File: src/rtl/neorv32_wb_pkg.sv
// Shared types for the NEORV32 to Wishbone-classic bridge.
// State encoding, grant ids and the store-lane merge helper.
package neorv32_wb_pkg;

  localparam int TIMEOUT_W = 16;
  localparam logic [31:0] WORD_ALIGN_MASK = 32'hFFFF_FFFC;

  typedef enum logic [2:0] {
    S_IDLE,
    S_RD,
    S_WR,
    S_RMW_RD,
    S_RMW_MERGE,
    S_RMW_WR,
    S_RESP
  } bridge_state_t;

  typedef enum logic {
    GNT_IBUS,
    GNT_DBUS
  } grant_t;

  function automatic logic [31:0] merge_lanes(
    input logic [31:0] rd,
    input logic [31:0] wd,
    input logic [3:0]  ben
  );
    logic [31:0] m;
    m = rd;
    for (int i = 0; i < 4; i++) begin
      if (ben[i]) m[8*i +: 8] = wd[8*i +: 8];
    end
    return m;
  endfunction

endpackage

File: src/rtl/neorv32_wb_req_slot.sv
// One captured CPU request; holds fields stable while pending.
// A strobe in the clear cycle re-arms the slot immediately.
module neorv32_wb_req_slot
  import neorv32_wb_pkg::*;
(
  input  logic        clk,
  input  logic        rst_n,
  input  logic        stb,
  input  logic        rw,
  input  logic [31:0] addr,
  input  logic [31:0] wdata,
  input  logic [3:0]  ben,
  input  logic        amo,
  input  logic        clear,
  output logic        pending,
  output logic        rw_q,
  output logic [31:0] addr_q,
  output logic [31:0] wdata_q,
  output logic [3:0]  ben_q,
  output logic        amo_q
);

  always_ff @(posedge clk or negedge rst_n) begin
    if (!rst_n) begin
      pending <= 1'b0;
      rw_q    <= 1'b0;
      addr_q  <= '0;
      wdata_q <= '0;
      ben_q   <= '0;
      amo_q   <= 1'b0;
    end else if (stb && (!pending || clear)) begin
      pending <= 1'b1;
      rw_q    <= rw;
      addr_q  <= addr;
      wdata_q <= wdata;
      ben_q   <= ben;
      amo_q   <= amo;
    end else if (clear) begin
      pending <= 1'b0;
    end
  end

endmodule

File: src/rtl/neorv32_wb_bridge.sv
// NEORV32 ibus/dbus to single Wishbone-classic master port.
// Round-robin arbiter, RMW for partial stores, bus timeout.
module neorv32_wb_bridge
  import neorv32_wb_pkg::*;
#(
  parameter int TIMEOUT_CYCLES = 255,
  parameter bit RMW_EN         = 1'b1
) (
  input  logic        clk,
  input  logic        rst_n,
  input  logic        ibus_stb_i,
  input  logic [31:0] ibus_addr_i,
  output logic [31:0] ibus_rdata_o,
  output logic        ibus_ack_o,
  output logic        ibus_err_o,
  input  logic        dbus_stb_i,
  input  logic        dbus_rw_i,
  input  logic [31:0] dbus_addr_i,
  input  logic [31:0] dbus_wdata_i,
  input  logic [3:0]  dbus_ben_i,
  input  logic        dbus_amo_i,
  output logic [31:0] dbus_rdata_o,
  output logic        dbus_ack_o,
  output logic        dbus_err_o,
  output logic        core_cyc_o,
  output logic        core_stb_o,
  output logic        core_we_o,
  output logic [31:0] core_addr_o,
  output logic [31:0] core_data_o,
  input  logic [31:0] core_data_i,
  input  logic        core_ack_i
);

  localparam logic [TIMEOUT_W-1:0] TMO_LAST =
    TIMEOUT_W'(TIMEOUT_CYCLES - 1);

  bridge_state_t        state;
  grant_t               gnt_q, last_gnt, sel;
  logic                 hold;
  logic [TIMEOUT_W-1:0] tmo_cnt;
  logic [31:0]          rdbuf;

  logic        i_pend, i_rw, i_amo;
  logic [31:0] i_addr, i_wdata;
  logic [3:0]  i_ben;
  logic        d_pend, d_rw, d_amo;
  logic [31:0] d_addr, d_wdata;
  logic [3:0]  d_ben;

  logic        s_rw, s_amo, s_full, s_bad;
  logic [31:0] s_addr, s_wdata;
  logic [3:0]  s_ben;
  logic        bus_ph, tmo_hit, fin_ok, fin_err, use_d;
  logic [31:0] rd_word;

  neorv32_wb_req_slot u_islot (
    .clk     (clk),
    .rst_n   (rst_n),
    .stb     (ibus_stb_i),
    .rw      (1'b0),
    .addr    (ibus_addr_i),
    .wdata   (32'h0),
    .ben     (4'hF),
    .amo     (1'b0),
    .clear   (ibus_ack_o | ibus_err_o),
    .pending (i_pend),
    .rw_q    (i_rw),
    .addr_q  (i_addr),
    .wdata_q (i_wdata),
    .ben_q   (i_ben),
    .amo_q   (i_amo)
  );

  neorv32_wb_req_slot u_dslot (
    .clk     (clk),
    .rst_n   (rst_n),
    .stb     (dbus_stb_i),
    .rw      (dbus_rw_i),
    .addr    (dbus_addr_i),
    .wdata   (dbus_wdata_i),
    .ben     (dbus_ben_i),
    .amo     (dbus_amo_i),
    .clear   (dbus_ack_o | dbus_err_o),
    .pending (d_pend),
    .rw_q    (d_rw),
    .addr_q  (d_addr),
    .wdata_q (d_wdata),
    .ben_q   (d_ben),
    .amo_q   (d_amo)
  );

  always_comb begin
    sel = gnt_q;
    if (state == S_IDLE) begin
      if (i_pend && d_pend)
        sel = (last_gnt == GNT_IBUS) ? GNT_DBUS : GNT_IBUS;
      else if (d_pend)
        sel = GNT_DBUS;
      else
        sel = GNT_IBUS;
    end
  end

  always_comb begin
    use_d   = (sel == GNT_DBUS);
    s_rw    = use_d ? d_rw    : i_rw;
    s_amo   = use_d ? d_amo   : i_amo;
    s_addr  = use_d ? d_addr  : i_addr;
    s_wdata = use_d ? d_wdata : i_wdata;
    s_ben   = use_d ? d_ben   : i_ben;
    s_full  = (s_ben == 4'hF);
    s_bad   = s_amo || (s_rw && !s_full && !RMW_EN);
    bus_ph  = state inside {S_RD, S_WR, S_RMW_RD, S_RMW_WR};
    tmo_hit = bus_ph && !core_ack_i && (tmo_cnt == TMO_LAST);
    fin_ok  = core_ack_i && (state inside {S_RD, S_WR, S_RMW_WR});
    fin_err = tmo_hit || (state == S_RESP && hold);
    rd_word = (state == S_RD) ? core_data_i : 32'h0;
  end

  always_ff @(posedge clk or negedge rst_n) begin
    if (!rst_n) begin
      state       <= S_IDLE;
      gnt_q       <= GNT_IBUS;
      last_gnt    <= GNT_IBUS;
      hold        <= 1'b0;
      tmo_cnt     <= '0;
      rdbuf       <= '0;
      core_cyc_o  <= 1'b0;
      core_stb_o  <= 1'b0;
      core_we_o   <= 1'b0;
      core_addr_o <= '0;
      core_data_o <= '0;
    end else begin
      tmo_cnt <= tmo_cnt + TIMEOUT_W'(1);
      unique case (state)
        S_IDLE: if (i_pend || d_pend) begin
          gnt_q       <= sel;
          last_gnt    <= sel;
          core_addr_o <= s_addr & WORD_ALIGN_MASK;
          tmo_cnt     <= '0;
          if (s_bad) begin
            // no bus cycle; RESP spends one extra cycle before the err
            state <= S_RESP;
            hold  <= 1'b1;
          end else begin
            core_cyc_o <= 1'b1;
            core_stb_o <= 1'b1;
            if (!s_rw) begin
              state <= S_RD;
            end else if (s_full) begin
              state       <= S_WR;
              core_we_o   <= 1'b1;
              core_data_o <= s_wdata;
            end else begin
              state <= S_RMW_RD;
            end
          end
        end
        S_RD, S_WR, S_RMW_WR: if (fin_ok || tmo_hit) begin
          state      <= S_RESP;
          core_cyc_o <= 1'b0;
          core_stb_o <= 1'b0;
          core_we_o  <= 1'b0;
        end
        S_RMW_RD: if (core_ack_i) begin
          rdbuf      <= core_data_i;
          state      <= S_RMW_MERGE;
          core_stb_o <= 1'b0;
        end else if (tmo_hit) begin
          state      <= S_RESP;
          core_cyc_o <= 1'b0;
          core_stb_o <= 1'b0;
        end
        // cyc stays high here so the RMW is not split on the bus
        S_RMW_MERGE: begin
          state       <= S_RMW_WR;
          core_stb_o  <= 1'b1;
          core_we_o   <= 1'b1;
          core_data_o <= merge_lanes(rdbuf, s_wdata, s_ben);
          tmo_cnt     <= '0;
        end
        S_RESP: begin
          if (hold) hold  <= 1'b0;
          else      state <= S_IDLE;
        end
        default: state <= S_IDLE;
      endcase
    end
  end

  always_ff @(posedge clk or negedge rst_n) begin
    if (!rst_n) begin
      ibus_ack_o   <= 1'b0;
      ibus_err_o   <= 1'b0;
      dbus_ack_o   <= 1'b0;
      dbus_err_o   <= 1'b0;
      ibus_rdata_o <= '0;
      dbus_rdata_o <= '0;
    end else begin
      ibus_ack_o   <= fin_ok  && (gnt_q == GNT_IBUS);
      ibus_err_o   <= fin_err && (gnt_q == GNT_IBUS);
      dbus_ack_o   <= fin_ok  && (gnt_q == GNT_DBUS);
      dbus_err_o   <= fin_err && (gnt_q == GNT_DBUS);
      ibus_rdata_o <= (fin_ok && gnt_q == GNT_IBUS) ? rd_word : 32'h0;
      dbus_rdata_o <= (fin_ok && gnt_q == GNT_DBUS) ? rd_word : 32'h0;
    end
  end

endmodule

File: config.mk
export PLATFORM = sky130hd
export DESIGN_NAME = neorv32_wb_bridge
export DESIGN_NICKNAME = d
export VERILOG_FILES = /design/src/rtl/neorv32_wb_pkg.sv /design/src/rtl/neorv32_wb_req_slot.sv /design/src/rtl/neorv32_wb_bridge.sv
export SDC_FILE = /design/constraint.sdc
export NUM_CORES = 1
export LEC_CHECK = 0
export ABC_AREA = 1
export CAP_MARGIN = 10
export CELL_PAD_IN_SITES_DETAIL_PLACEMENT = 0
export CELL_PAD_IN_SITES_GLOBAL_PLACEMENT = 1
export CORE_MARGIN = 1
export CORE_UTILIZATION = 52
export CTS_CLUSTER_SIZE = 25
export DETAILED_ROUTE_END_ITERATION = 10
export DONT_BUFFER_PORTS = 1
export PLACE_DENSITY_LB_ADDON = 0.1
export SETUP_SLACK_MARGIN = 0.2
export SKIP_CTS_REPAIR_TIMING = 1
export SYNTH_ARGS = -nofsm -noshare
export SYNTH_HDL_FRONTEND = slang
export SYNTH_SLANG_ARGS = --single-unit
File: constraint.sdc
create_clock -name clk -period 2.4 [get_ports clk]
set_input_delay 0.36 -clock clk [delete_from_list [all_inputs] [get_ports clk]]
set_output_delay 0.36 -clock clk [all_outputs]
set_load 0.05 [all_outputs]
==> results.sh <==
export IMPL_coreArea_mm2=0.02271
export IMPL_grt_use_met3_pct=7.873
export IMPL_final_cell_mix="dfrtp_1, nand2_1, inv_1, dlygate4sd3_1, o21ai_0"
export IMPL_cts_tree="yes"
export IMPL_fp_dieH_um=154.4
export IMPL_drtIter0Drc=420
export IMPL_seq_area_mm2=0.007182
export IMPL_gp_congestion=0.7945
export IMPL_fin_ws_ns=0.4107
export IMPL_p_per_area_mw_per_mm2=1366
export IMPL_routed_via_count=8674
export IMPL_die_x_um=154.4
export IMPL_hp_class="input pin to asynchronous set/reset pin"
export IMPL_ys_types=32
export IMPL_ys_ff_latch=287
export IMPL_drv_cap=0
export IMPL_cts_sinks=287
export IMPL_crit_type="flop to flop"
export IMPL_placed_cell_area_mm2=0.01243
export IMPL_grt_max_degree=288
export IMPL_final_common_cell="dfrtp_1"
export IMPL_busiest_layer="met2"
export IMPL_p_leak_nw=7.208
export IMPL_nets=1509
export IMPL_finalCriticalPeriod_ns=1.989
export IMPL_num_fill_cells=1862
export IMPL_fin_skew_ns=0.01292
export IMPL_status="finished, violations left"
export IMPL_rr_worst_depth=11
export IMPL_utilization_pct=64.79
export IMPL_end_kind="flop"
export IMPL_wl_mm=28.78
export IMPL_multiInputGateArea_mm2=0.004118
export IMPL_worstPathArrival_ns=2.46
export IMPL_clk_latency_ns=0.55
export IMPL_synthCells=1242
export IMPL_synthesis_area_mm2=0.01208
export IMPL_hold_viol_final=288
export IMPL_grt_use_met1_pct=30.96
export IMPL_tns_ns=0
export IMPL_antenna_found_initial=0
export IMPL_ys_seq_area_share_pct=59.47
export IMPL_slew_headroom_pct=63.87
export IMPL_holdWs_ns=-0.4801
export IMPL_grt_overflow=0
export IMPL_drive_above_1_share_pct=14.68
export IMPL_die_area_mm2=0.02384
export IMPL_numPortBuffers=0
export IMPL_finalInstanceArea_mm2=0.01471
export IMPL_finalSetupViolations=0
export IMPL_crit_fanout=33
export IMPL_route_antenna_remaining_nets=0
export IMPL_grt_pass1_wl_mm=44.44
export IMPL_slew_viol_final=0
export IMPL_track_usage_pct=23.68
export IMPL_placement_rows=55
export IMPL_pin_count=274
export IMPL_firstDrtPassIters=4
export IMPL_fmaxAchievable_ghz=0.5027
export IMPL_pre_cts_ws_ns=0.4331
export IMPL_cts_max_level=1
export IMPL_vdd_drop_max_mv=0.9004
export IMPL_worst_pin_slew_ns=0.5420
export IMPL_ys_warn_count=0
export IMPL_grt_pass1_vias=8084
export IMPL_syn_to_final_growth_pct=21.84
export IMPL_viasPerCell=5.179
export IMPL_wire_per_inst_um=17.18
export IMPL_postSynthAreaPerCell_um2=9.723
export IMPL_path_clk_slew_ns=0.06
export IMPL_gr_usage_met2_pct=38.38
export IMPL_worstPathRequired_ns=2.88
export IMPL_start_util_pct=53.18
export IMPL_cts_path_max_buffers=3
export IMPL_start_kind="flop"
export IMPL_drc=0
export IMPL_antenna_cells=0
export IMPL_numCtsBuffers=30
export IMPL_fin_crit_sh_pct=82.89
export IMPL_violations="negative hold slack"
export IMPL_hpwl_mm=18.02
export IMPL_ctsRootBufferMaster="clkbuf_16"
export IMPL_power_total_mw=20.10
export IMPL_grt_setup_unrepaired="no"
[power breakdown]
part           total (mW)  switching [mW]  internal [mW]
logic                6.32            3.84           2.48
registers            9.14            2.61           6.54
clock network        4.64            1.83           2.80
total                20.1            8.28           11.8
[worst max-delay path, stage by stage, from the launching register on]
cell and delay (ns):
dfrtp_1 0.45, inv_2 0.12, nand2_4 0.08, nor2_4 0.21, nand2_4 0.11, nor2_4 0.15, inv_2 0.08, nand2_4 0.10
inv_2 0.05, nand2_4 0.34, nand2_1 0.12, nand2_1 0.10
[cell families after synthesis]
| group | synth area share (%) |
|---|---|
| simple gates | 18.44 |
| flops | 59.47 |
| buf+inv | 6.672 |
| compound gates | 6.455 |
| mux | 8.579 |
| fa+ha+maj | 0.2072 |
| xor+xnor | 0.1451 |
| other cells | 0.03105 |
[cells in the mapped netlist, drive strengths merged]
cell type / n / area share (%)
nand2: 299 / 9.9
dfrtp: 287 / 59
o21ai: 127 / 5.3
ha: 2 / 0.21
nor3: 71 / 2.9
o21a: 2 / 0.12
mux2: 92 / 8.6
a21oi: 17 / 0.80
nor2: 84 / 2.9
a22oi: 1 / 0.062
o21ba: 1 / 0.083
conb: 1 / 0.031
buf: 35 / 1.7
nand4: 4 / 0.21
nand3: 53 / 2.5
clkbuf: 25 / 0.78
nor4: 1 / 0.052
a41oi: 1 / 0.073
inv: 136 / 4.2
a31oi: 1 / 0.052
xnor2: 2 / 0.15
[per-layer routing]
layer | share of wire [%] | up-vias
met1 | 43 | 4170
met2 | 48 | 251
li1 | - | 4215
met4 | 1.8 | 0
met5 | 0 | -
met3 | 7.0 | 38
[area by class of cell]
| cell class | instances | share of cell area (%) |
|---|---|---|
| Tap cell | 285 | 2.423 |
| Timing Repair Buffer | 153 | 10.49 |
| Sequential cell | 287 | 48.81 |
| Multi-Input combinational cell | 760 | 27.98 |
| Inverter | 136 | 3.469 |
| Clock inverter | 9 | 0.6463 |
| Clock buffer | 45 | 6.173 |
[per-stage QoR]
step | cells | hold slack, ns
2_1_floorplan | 1243 | 0.06441
3_3_place_gp | 1493 | 0.07251
6_report | 1675 | -0.4801
3_5_place_dp | 1493 | 0.07259
4_1_cts | 1547 | -0.5092
5_1_grt | 1675 | -0.5062
[registers in the layout, indices dropped and copies added, names as in the netlist, 3 cells and up]
name / flops
ibus_rdata_o: 32
u_dslot.addr_q: 30
u_dslot.wdata_q: 32
u_dslot.ben_q: 4
core_data_o: 32
state: 3
tmo_cnt: 16
rdbuf: 32
u_islot.addr_q: 30
dbus_rdata_o: 32
core_addr_o: 30
[final timing paths]
check,start,endpoint,slack (ns)
setup / recovery,state[0],core_data_o[10],0.41
hold / removal,rst_n,ibus_rdata_o[3],-0.48
setup reg to reg,state[0],core_data_o[10],0.41
hold reg to reg,u_islot.ben_q[0],u_islot.ben_q[0],0.48
max in group asynchronous,rst_n,ibus_rdata_o[28],2.53
min in group clk,dbus_ben_i[3],u_dslot.ben_q[3],-0.01
(Power assumes the default switching activity.)
